File: src/rtl/eth_pcs_rx_link_ctrl.sv
// eth_pcs_rx_link_ctrl: 10GBASE-R RX link supervisor. Runs a windowed
// bad-sync-header BER monitor and requests a gearbox/block-sync restart.
// Ports:
//   i_clk, i_reset        RX recovered clock, synchronous active-high reset
//   i_hdr_valid, i_hdr    sync header and its qualifier from the gearbox
//   i_rx_lock             block lock from block sync
//   i_ber_cnt_clr         clear-on-read strobe for o_ber_cnt
//   o_hi_ber              high BER declared
//   o_rx_status           locked, not high BER, not restarting
//   o_restart             RESTART_HOLD-cycle reset request
//   o_ber_cnt             saturating bad-header count
module eth_pcs_rx_link_ctrl #(
  parameter int W_SYNC        = 2,
  parameter int TIMER_CYCLES  = 40283,
  parameter int BER_THRESH    = 16,
  parameter int HIBER_RESTART = 8,
  parameter int RESTART_HOLD  = 4,
  parameter int W_BER_CNT     = 6
) (
  input  logic                 i_clk,
  input  logic                 i_reset,
  input  logic                 i_hdr_valid,
  input  logic [W_SYNC-1:0]    i_hdr,
  input  logic                 i_rx_lock,
  input  logic                 i_ber_cnt_clr,
  output logic                 o_hi_ber,
  output logic                 o_rx_status,
  output logic                 o_restart,
  output logic [W_BER_CNT-1:0] o_ber_cnt
);

  localparam int TW = $clog2(TIMER_CYCLES);
  localparam int BW = $clog2(BER_THRESH + 1);
  localparam int WW = $clog2(HIBER_RESTART + 1);
  localparam int HW = $clog2(RESTART_HOLD + 1);

  localparam logic [TW-1:0] TIMER_LAST = TW'(TIMER_CYCLES - 1);
  localparam logic [BW-1:0] BAD_LAST   = BW'(BER_THRESH - 1);
  localparam logic [WW-1:0] WIN_LAST   = WW'(HIBER_RESTART - 1);
  localparam logic [HW-1:0] HOLD_LAST  = HW'(RESTART_HOLD - 1);

  typedef enum logic [1:0] {
    IDLE,
    WINDOW,
    HI_BER,
    RESTART
  } state_t;

  state_t               state_q, state_d;
  logic [TW-1:0]        timer_q, timer_d;
  logic [BW-1:0]        bad_q, bad_d;
  logic [WW-1:0]        win_q, win_d;
  logic [HW-1:0]        hold_q, hold_d;
  logic                 hi_ber_q, hi_ber_d;
  logic                 status_q, status_d;
  logic                 restart_q, restart_d;
  logic [W_BER_CNT-1:0] cnt_q, cnt_d;

  logic bad_hdr;
  logic expire;
  logic monitoring;

  assign bad_hdr = i_hdr_valid &
                   ((i_hdr == '0) | (i_hdr == '1));
  assign expire = (timer_q == TIMER_LAST);
  assign monitoring = (state_q == WINDOW) |
                      (state_q == HI_BER);

  always_comb begin
    state_d   = state_q;
    timer_d   = timer_q;
    bad_d     = bad_q;
    win_d     = win_q;
    hold_d    = '0;
    hi_ber_d  = hi_ber_q;
    restart_d = 1'b0;
    unique case (state_q)
      IDLE: begin
        timer_d  = '0;
        bad_d    = '0;
        win_d    = '0;
        hi_ber_d = 1'b0;
        if (i_rx_lock) state_d = WINDOW;
      end
      WINDOW: begin
        if (!i_rx_lock) begin
          state_d  = IDLE;
          timer_d  = '0;
          bad_d    = '0;
          win_d    = '0;
          hi_ber_d = 1'b0;
        end else begin
          timer_d = expire ? '0 : timer_q + TW'(1);
          // threshold outranks a coincident window expiry
          if (bad_hdr && bad_q == BAD_LAST) begin
            bad_d    = bad_q + BW'(1);
            state_d  = HI_BER;
            hi_ber_d = 1'b1;
          end else if (expire) begin
            bad_d    = '0;
            win_d    = '0;
            hi_ber_d = 1'b0;
          end else if (bad_hdr) begin
            bad_d = bad_q + BW'(1);
          end
        end
      end
      HI_BER: begin
        if (!i_rx_lock) begin
          state_d  = IDLE;
          timer_d  = '0;
          bad_d    = '0;
          win_d    = '0;
          hi_ber_d = 1'b0;
        end else begin
          timer_d  = expire ? '0 : timer_q + TW'(1);
          hi_ber_d = 1'b1;
          if (expire) begin
            bad_d = '0;
            if (win_q == WIN_LAST) begin
              state_d   = RESTART;
              win_d     = '0;
              restart_d = 1'b1;
            end else begin
              state_d = WINDOW;
              win_d   = win_q + WW'(1);
            end
          end
        end
      end
      RESTART: begin
        hi_ber_d  = 1'b1;
        restart_d = 1'b1;
        hold_d    = hold_q + HW'(1);
        if (hold_q == HOLD_LAST) begin
          state_d   = IDLE;
          hi_ber_d  = 1'b0;
          restart_d = 1'b0;
          hold_d    = '0;
        end
      end
      default: state_d = IDLE;
    endcase
  end

  // status needs one cycle in a monitoring state, so it
  // trails lock by two edges
  assign status_d = i_rx_lock & ~hi_ber_d & monitoring &
                    (state_d != RESTART);

  always_comb begin
    cnt_d = cnt_q;
    if (i_ber_cnt_clr) begin
      cnt_d = (bad_hdr & monitoring) ? W_BER_CNT'(1) : '0;
    end else if (bad_hdr && monitoring && cnt_q != '1) begin
      cnt_d = cnt_q + W_BER_CNT'(1);
    end
  end

  always_ff @(posedge i_clk) begin
    if (i_reset) begin
      state_q   <= IDLE;
      timer_q   <= '0;
      bad_q     <= '0;
      win_q     <= '0;
      hold_q    <= '0;
      hi_ber_q  <= 1'b0;
      status_q  <= 1'b0;
      restart_q <= 1'b0;
      cnt_q     <= '0;
    end else begin
      state_q   <= state_d;
      timer_q   <= timer_d;
      bad_q     <= bad_d;
      win_q     <= win_d;
      hold_q    <= hold_d;
      hi_ber_q  <= hi_ber_d;
      status_q  <= status_d;
      restart_q <= restart_d;
      cnt_q     <= cnt_d;
    end
  end

  assign o_hi_ber    = hi_ber_q;
  assign o_rx_status = status_q;
  assign o_restart   = restart_q;
  assign o_ber_cnt   = cnt_q;

endmodule

File: config.mk
export PLATFORM = sky130hd
export DESIGN_NAME = eth_pcs_rx_link_ctrl
export DESIGN_NICKNAME = d
export VERILOG_FILES = /design/src/rtl/eth_pcs_rx_link_ctrl.sv
export SDC_FILE = /design/constraint.sdc
export NUM_CORES = 1
export LEC_CHECK = 0
export CAP_MARGIN = 20
export CORE_MARGIN = 3
export CORE_UTILIZATION = 28
export CTS_BUF_LIST = sky130_fd_sc_hd__clkbuf_4
export DETAILED_ROUTE_END_ITERATION = 10
export HOLD_SLACK_MARGIN = 0.06
export MAX_ROUTING_LAYER = met4
export PLACE_DENSITY_LB_ADDON = 0.3
export SYNTH_ARGS = -nofsm -noshare
export SYNTH_HDL_FRONTEND = slang
export SYNTH_SLANG_ARGS = --single-unit
File: constraint.sdc
create_clock -name i_clk -period 2.3 [get_ports i_clk]
set_clock_uncertainty 0.15 [all_clocks]
set_input_delay 0.23 -clock i_clk [delete_from_list [all_inputs] [get_ports i_clk]]
set_output_delay 0.23 -clock i_clk [all_outputs]
set_load 0.1 [all_outputs]
* Yosys cells after proc, flatten, opt, wreduce, memory -nomap -nowiden
Cells that the tools add are included.
** Operators by class
- Muxes and demuxes :: 38
- Equality and inequality tests :: 14
- Bitwise gates (word level) :: 9
- $add $sub $neg :: 5
- Reduce and logical (&&, ||, !) cells :: 12
** Operator list (number)
- 2-to-1 mux 16 bit :: 2
- one-hot mux 16 bit (2 select lines) :: 1
- 2-to-1 mux 5 bit :: 6
- 2-to-1 mux 4 bit :: 6
- adder 16 x 1 -> 16 bit, second input constant :: 1
- equality test 16 bit, second input constant :: 1
- one-hot mux 5 bit (3 select lines) :: 1
- 2-to-1 mux 2 bit :: 7
- 2-to-1 mux 6 bit :: 2
- one-hot mux 4 bit (3 select lines) :: 1
- 2-to-1 mux 1 bit :: 9
- != test 3 bit, second input constant :: 3
- one-hot mux 2 bit (4 select lines) :: 1
- adder 6 x 1 -> 6 bit, second input constant :: 1
- equality test 2 bit, second input constant :: 3
- != test 6 bit, second input constant :: 1
- adder 5 x 1 -> 5 bit, second input constant :: 1
- AND 1 bit :: 5
- equality test 5 x 4 -> 1 bit, second input constant :: 1
- != test 5 x 4 -> 1 bit, second input constant :: 1
- adder 4 x 1 -> 4 bit, second input constant :: 1
- equality test 4 x 3 -> 1 bit, second input constant :: 1
- zero test 2 bit :: 2
- one-hot mux 1 bit (4 select lines) :: 1
- other kinds (14) :: 19
** Word-level totals
- Output and inout port bits :: 9
- Logic and storage cells :: 87
- Input port bits :: 7
- Register bits :: 39

* Longest topological paths before layout
Gate-level depths: netlist of the first run.
- Depth in word-level cells :: 11
- Mapped depth :: 8
- Gate-level depth less buffers :: 7

* Worst setup path after synthesis of the first run
No wires, ideal clock.
- Path type :: register to register
- Start :: reg cnt_q[0] (netlist: o_ber_cnt[0])
- End :: reg cnt_q[4] (netlist: o_ber_cnt[4])
- Path buffers :: 1
- Clock period less this slack :: 2.251 ns
- Cell stages (with the launch flop) :: 7
- Path slack :: 0.049 ns
- Arrival time :: 1.984 ns
- Path through :: dfxtp_1 -> ha_1 -> and4_1 -> clkbuf_1 -> nand4b_1 -> xor2_1 -> nor2_1
** On the way
- Word-level cells in the longest chain between the ends :: 3
** RTL lines
- from (decl) :: RTL line 57 : logic [W_BER_CNT-1:0] cnt_q, cnt_d;
- from (signal assigned) :: RTL line 180 : cnt_q <= cnt_d;
- adder 6 x 1 -> 6 bit / != test 6 bit (equally long branches) :: RTL line 156, 155
- 2-to-1 mux 6 bit / logical AND 1 bit (equally long branches) :: RTL line 155 : end else if (bad_hdr && monitoring && cnt_q != '1) begin
- 2-to-1 mux 6 bit / nonzero test 2 bit (equally long branches)
Parallel ways exist; a longest one is shown, timed or not. The select of a mux whose other input is x is not followed.
A chain may end at the register's enable or synchronous reset.

* Worst setup path after layout of the first run
- Start :: reg timer_q[0]
- End :: reg status_q (netlist: o_rx_status)
** On the way
- Word-level cells in the longest chain between the ends :: 9
** RTL lines
- from (decl) :: RTL line 50 : logic [TW-1:0] timer_q, timer_d;
- from (signal assigned) :: RTL line 173 : timer_q <= timer_d;
- equality test 16 bit (*) :: RTL line 65 : assign expire = (timer_q == TIMER_LAST);
- 2-to-1 mux 1 bit :: RTL line 99 : end else if (expire) begin
- 2-to-1 mux 1 bit :: RTL line 95 : if (bad_hdr && bad_q == BAD_LAST) begin
- 2-to-1 mux 1 bit :: RTL line 86 : if (!i_rx_lock) begin
- one-hot mux 1 bit (4 select lines) :: RTL line 77 : unique case (state_q)
- inverter 1 bit :: RTL line 148 : assign status_d = i_rx_lock & ~hi_ber_d & monitoring &
- AND 1 bit (2 in a row) :: RTL line 148
- AND 1 bit (*) :: RTL line 148
- to (signal assigned) :: RTL line 178 : status_q <= status_d;
- to (decl) :: RTL line 55 : logic status_q, status_d;
Mark *: on every way between the ends. The rest lies on a longest branch, timed or not.

==> impl_metrics.json, run 1 <==
{
  "synth_area_per_cell_um2": 8.720,
  "postLayoutCellArea_um2": 2330,
  "clock_path_buffers": 2,
  "areaGrowthSynthToFinish_pct": 16.67,
  "cts_tree": "yes",
  "period_minus_slack_ns": 2.055,
  "design.core.area_um2": 6869,
  "vdd_drop_max_v": 0.0002911,
  "dpl-instance-area_um2": 2276,
  "met2_wirelength_um": 1724,
  "crit_type": "flip-flop to flip-flop",
  "synth_flop_cell": "dfxtp_1",
  "async_reset_ff_share_pct": 0,
  "timing.rr.start": "timer_q[0]",
  "dp_hpwl_um": 2951,
  "synth.area.top_cells": "dfxtp_1, ha_1, xnor2_1",
  "powerDensity_nw_per_um2": 479.8,
  "avgRoutedWirePerCell_um": 11.45,
  "crit_path_start": "timer_q[0]",
  "grt-ovfl-total": 0,
  "grt_max_degree": 17,
  "insertion_delay_ns": 0.36,
  "nets": 272,
  "antenna_found_initial": 0,
  "hold_viol": 0,
  "ys_warn_count": 0,
  "crit_chain": "inv_1 -> ha_1 -> and4bb_2 -> nand4_1 -> or3_1 -> o211a_1 -> a2111oi_2",
  "cp_top_family": "simple AND/OR/NAND/NOR gates",
  "diodes": 0,
  "numCtsBuffers": 5,
  "hold_class": "flip-flop to flip-flop",
  "cp_max_fo": 4,
  "slowest_delay_ns": 0.42,
  "dieArea_um2": 8181,
  "synth_cell_types": 41,
  "num-fill-cells": 717,
  "setup_viol": 0,
  "power_leakage_nw": 0.8933,
  "synth_top_area_share_pct": 39.10,
  "ios": 16,
  "die_w_um": 90.45,
  "rsz0062_at_grt": "no",
  "cts_root_buffer": "clkbuf_4",
  "grt_pass1_wl_um": 7031,
  "yosysTopAreaCell": "dfxtp_1",
  "die_y_um": 90.45,
  "synth_area_um2": 1997,
  "end_kind": "flip-flop",
  "clk_pin_slew_ns": 0.12,
  "maxCapViolCount": 0,
  "io_buffer_count": 15,
  "vias": 1623,
  "critPathLaunchType": "flip-flop",
  "fin_setup_tns_ns": 0,
  "hp-start": "hold_q[0]",
  "min_path_cells": 1,
  "p_sw_share_pct": 26.21,
  "gr-usage-all-layers_pct": 10.63,
  "outcome": "finished clean",
  "reg2reg_depth": 7,
  "wirelength_um": 3996,
  "rows": 30,
  "min_period_over_period_pct": 89.36,
  "clkPwrFrac_pct": 31.2,
  "synth_nets": 249,
  "start_util_pct": 29.07,
  "gp_congestion": 0.8256,
  "grt_pass1_vias": 1567,
  "clock.fmax_ghz": 0.4865,
  "slowest_stage": "or3_1",
  "post-synth-top-count-cell": "dfxtp_1",
  "synth-seq-area-share_pct": 39.10,
  "synth_edf_count": 0,
  "path_buf_inv": 1,
  "antenna_left": 0,
  "crit_required_ns": 2.42,
  "cts_hold_buf": 0,
  "utilization_pct": 33.92,
  "routed_via_density": 4.650,
  "synth_cells": 229,
  "intPower_w": 0.0008249,
  "worst_pin_slew_ns": 0.4509,
  "synth-seq-cells": 39,
  "cp.depth": 7,
  "slew_headroom_pct": 69.84,
  "m1WireLength_um": 2073,
  "switching_power_w": 0.0002929,
  "slew_viol_final": 0,
  "tritoncts_num_sinks": 39,
  "dr_wl_met3_um": 125,
  "pwr-share-seq_pct": 61.2,
  "r2r_slack_ns": 0.24,
  "drc": 0,
  "netlist_top_cells_count": "dfxtp_1, nor2_1, nand2_1",
  "drive_above_1_share_pct": 11.86,
  "htree_levels": 2,
  "combPwrFrac_pct": 7.6,
  "critical_path_arrival_ns": 2.18,
  "drtPass1Iterations": 4,
  "top_layer": "met4",
  "drt-initial-drc-count": 41
}
final cells by class:
class / count / area [um^2] / share of cell area [%]
Multi-Input combinational cell: 176 / 1161 / 49.84
Sequential cell: 39 / 782.0 / 33.57
Timing Repair Buffer: 23 / 187.7 / 8.056
Tap cell: 96 / 120.1 / 5.156
Clock buffer: 5 / 37.54 / 1.611
Inverter: 7 / 26.28 / 1.128
Clock inverter: 3 / 15.01 / 0.6445
routing by layer:
layer | GRT usage, % | vias up
li1 | - | 849
met1 | 13.30 | 743
met2 | 16.24 | 23
met3 | 2.667 | 8
met4 | 4.719 | 0
met5 | - | -
kinds of logic after synthesis:
group                    count (synthesis)  synth area share [%]
adder cells (fa/ha/maj)                 13                 8.146
multiplexers                             2                 1.065
AO/OA/AOI/OAI                           33                 10.71
XOR/XNOR                                22                 9.649
buffers and inverters                   14                 2.757
flip-flops                              39                 39.10
AND/OR/NAND/NOR                        106                 28.57
worst paths after layout:
| check | endpoint |
|---|---|
| setup / recovery | o_rx_status |
| hold / removal | hold_q[0] |
| setup reg to reg | o_rx_status |
| hold reg to reg | hold_q[0] |
power groups by stage:
stage	sequential [W]	combinational, W	clock (W)
floorplan	0.000706	0.0000444	0
global placement	0.000699	0.0000852	0
detailed placement	0.000699	0.0000847	0
CTS	0.000684	0.0000851	0.000371
global route	0.000685	0.0000946	0.000396
finish	0.000684	0.0000845	0.000349
per-stage QoR:
step | cells | total power (W) | worst slack [ns] | hold slack [ns]
after global routing | 349 | 0.001175 | 0.06974 | 0.3603
after floorplan | 229 | 0.0007508 | 0.04875 | 0.2584
after CTS | 349 | 0.001140 | 0.2390 | 0.3004
final | 349 | 0.001118 | 0.2447 | 0.2955
after detailed placement | 341 | 0.0007835 | 0.2244 | 0.2827
after global placement | 341 | 0.0007840 | 0.2614 | 0.2717
sequential cells by signal (all words and copies together) (netlist names):
register     count
timer_q         16
o_ber_cnt        6
bad_q            5
win_q            4
hold_q           3
state_q          2
o_hi_ber         1
o_restart        1
o_rx_status      1
placed cells by master (no fill, tap or decap), types with 5 or more instances in the layout:
cell / n
a21oi_1: 13
and3_1: 7
buf_4: 17
clkbuf_4: 5
clkdlybuf4s50_1: 6
dfxtp_1: 38
ha_1: 13
inv_1: 7
nand2_1: 15
nand3_1: 9
nand4_1: 7
nor2_1: 31
nor3_1: 8
o21ai_0: 7
xnor2_1: 14
xor2_1: 8
what timing repair did:
action / CTS / global route
endpoints found under the setup margin: 0 / 1
gates resized for setup: 0 / 1
buffers inserted: 0 / 0
Note: power is estimated with default switching activity, not from simulation.
==> inputs of run 2 (changes only) <==
--- a/config.mk
+++ b/config.mk
@@ -7,7 +7,7 @@
 export LEC_CHECK = 0
 export CAP_MARGIN = 20
 export CORE_MARGIN = 3
-export CORE_UTILIZATION = 28
+export CORE_UTILIZATION = 50
 export CTS_BUF_LIST = sky130_fd_sc_hd__clkbuf_4
 export DETAILED_ROUTE_END_ITERATION = 10
 export HOLD_SLACK_MARGIN = 0.06
==> constraint.sdc (replaced) <==
create_clock -name i_clk -period 1.9 [get_ports i_clk]
set_clock_uncertainty 0.15 [all_clocks]
set_input_delay 0.19 -clock i_clk [delete_from_list [all_inputs] [get_ports i_clk]]
set_output_delay 0.19 -clock i_clk [all_outputs]
set_load 0.1 [all_outputs]
==> run 2 against run 1 <==
  * The flow now finishes with violations (negative setup slack)
  * Critical path depth increased by 2
  * Worst hold slack better by 0.0060 ns
  * Wire length is 6.0% higher
  * Final cell count fell by 5.4%
  * Highest routed layer unchanged
==> impl_metrics.json, run 2 (synthesis results as in run 1) <==
{
  "slowest_stage": "dfxtp_2",
  "path_buf_inv": 3,
  "start_util_pct": 53.34,
  "dp_hpwl_um": 3225,
  "nets": 302,
  "critical_path_arrival_ns": 1.99,
  "powerDensity_nw_per_um2": 522.7,
  "avgRoutedWirePerCell_um": 12.84,
  "ios": 16,
  "clock_path_buffers": 2,
  "drtPass1Iterations": 6,
  "cp_max_fo": 5,
  "end_kind": "flip-flop",
  "vdd_drop_max_v": 0.0003306,
  "hold_viol": 0,
  "crit_required_ns": 1.98,
  "grt_pass1_vias": 1669,
  "vias": 1786,
  "drc": 0,
  "period_minus_slack_ns": 1.915,
  "cts_hold_buf": 0,
  "setup_viol": 4,
  "min_period_over_period_pct": 100.8,
  "power_leakage_nw": 1.065,
  "slew_headroom_pct": 57.61,
  "wirelength_um": 4237,
  "path_common_cell": "a21oi_1",
  "grt_max_degree": 17,
  "final_cell_mix": "buf_4, nor2_1, dfxtp_1",
  "dieArea_um2": 4788,
  "setup_ws_ns": -0.01464,
  "areaGrowthSynthToFinish_pct": 30.08,
  "grt-ovfl-total": 0,
  "rows": 22,
  "diodes": 0,
  "hold_class": "flip-flop to flip-flop",
  "crit_chain": "inv_2 -> ha_4 -> and4bb_2 -> nand4_1 -> buf_4 -> buf_6 -> a21o_1 -> a21oi_1 -> a21oi_1",
  "slew_viol_final": 0,
  "num-fill-cells": 305,
  "io_buffer_count": 15,
  "drt-initial-drc-count": 100,
  "cp_top_family": "compound AO/OA/AOI/OAI gates",
  "antenna_found_initial": 0,
  "rsz0062_at_grt": "yes",
  "critPathLaunchType": "flip-flop",
  "clock.fmax_ghz": 0.5223,
  "utilization_pct": 69.38,
  "total_power_w": 0.001358,
  "regMostFlops": "timer_q",
  "maxCapViolCount": 0,
  "failed_checks": "negative setup slack",
  "cts_root_buffer": "clkbuf_4",
  "routed_via_density": 5.412,
  "slowest_delay_ns": 0.34,
  "die_w_um": 69.20,
  "drive_above_1_share_pct": 30.14,
  "clk_pin_slew_ns": 0.12,
  "cts_tree": "yes",
  "numCtsBuffers": 5,
  "gr-usage-all-layers_pct": 19.14,
  "tritoncts_num_sinks": 39,
  "layout_commonest_cell": "buf_4",
  "gp_congestion": 0.9167,
  "die_y_um": 69.20,
  "design.core.area_um2": 3744,
  "antenna_left": 0,
  "outcome": "finished with violations",
  "fin_setup_tns_ns": -0.02656,
  "insertion_delay_ns": 0.34,
  "largest_reg_flops": 16,
  "crit_type": "flip-flop to flip-flop",
  "htree_levels": 2,
  "worst_pin_slew_ns": 0.6312,
  "grt_pass1_wl_um": 7369
}
==> run 2: layout make-up <==
type                            count  area (um^2)  area share (%)
Multi-Input combinational cell    176         1235           47.54
Timing Repair Buffer               53        429.2           16.52
Tap cell                           48        60.06           2.312
Inverter                            7        26.28           1.012
Clock buffer                        5        37.54           1.445
Sequential cell                    39        795.8           30.64
Clock inverter                      2        13.76          0.5299
==> run 2: final timing paths <==
path | endpoint | start | cells past startpoint | slack, ns
worst max-delay path | win_q[3] | timer_q[0] | 9 | -0.01
worst min-delay path | hold_q[0] | hold_q[0] | 1 | 0.30
worst max register to register | win_q[3] | timer_q[0] | 9 | -0.01
worst min register to register | hold_q[0] | hold_q[0] | 1 | 0.30
==> run 2: power by group <==
part | switching, W | internal (W) | leakage (nW) | total, W
logic | 0.0000684 | 0.0000520 | 0.715 | 0.000120
registers | 0.00000462 | 0.000822 | 0.320 | 0.000827
clock network | 0.000273 | 0.000138 | 0.0310 | 0.000411
total | 0.000346 | 0.00101 | 1.07 | 0.00136
==> run 2: stage by stage <==
stage	hold WS, ns	std cells	cell area (um^2)	worst slack (ns)
final	0.3015	330	2597	-0.01464
after global routing	0.3298	330	2597	-0.1314
after CTS	0.3079	329	2554	-0.03285
after detailed placement	0.2905	322	2454	-0.2419
after global placement	0.2656	322	2454	-0.1899
after floorplan	0.2295	229	2004	0.01237
==> run 2: timing repair <==
action,in CTS,in global routing
endpoints found under the setup margin,9,19
pin swaps,8,1
buffers inserted,0,1
resized for setup,13,13
==> run 2: worst reg2reg max path, delay by kind of cell (launching register included) <==
| family | cells | cell delay [ns] |
|---|---|---|
| buffers and inverters | 3 | 0.38 |
| flip-flops | 1 | 0.34 |
| AND/OR/NAND/NOR | 2 | 0.40 |
| AO/OA/AOI/OAI | 3 | 0.42 |
| adder cells (fa/ha/maj) | 1 | 0.11 |
==> run 2: routing by layer <==
metal	vias to the layer above	share of wire [%]	GRT usage (%)
met5	-	0	-
met4	0	1.5	6.074
li1	912	-	-
met1	835	49	24.84
met3	5	3.9	4.493
met2	34	46	29.56
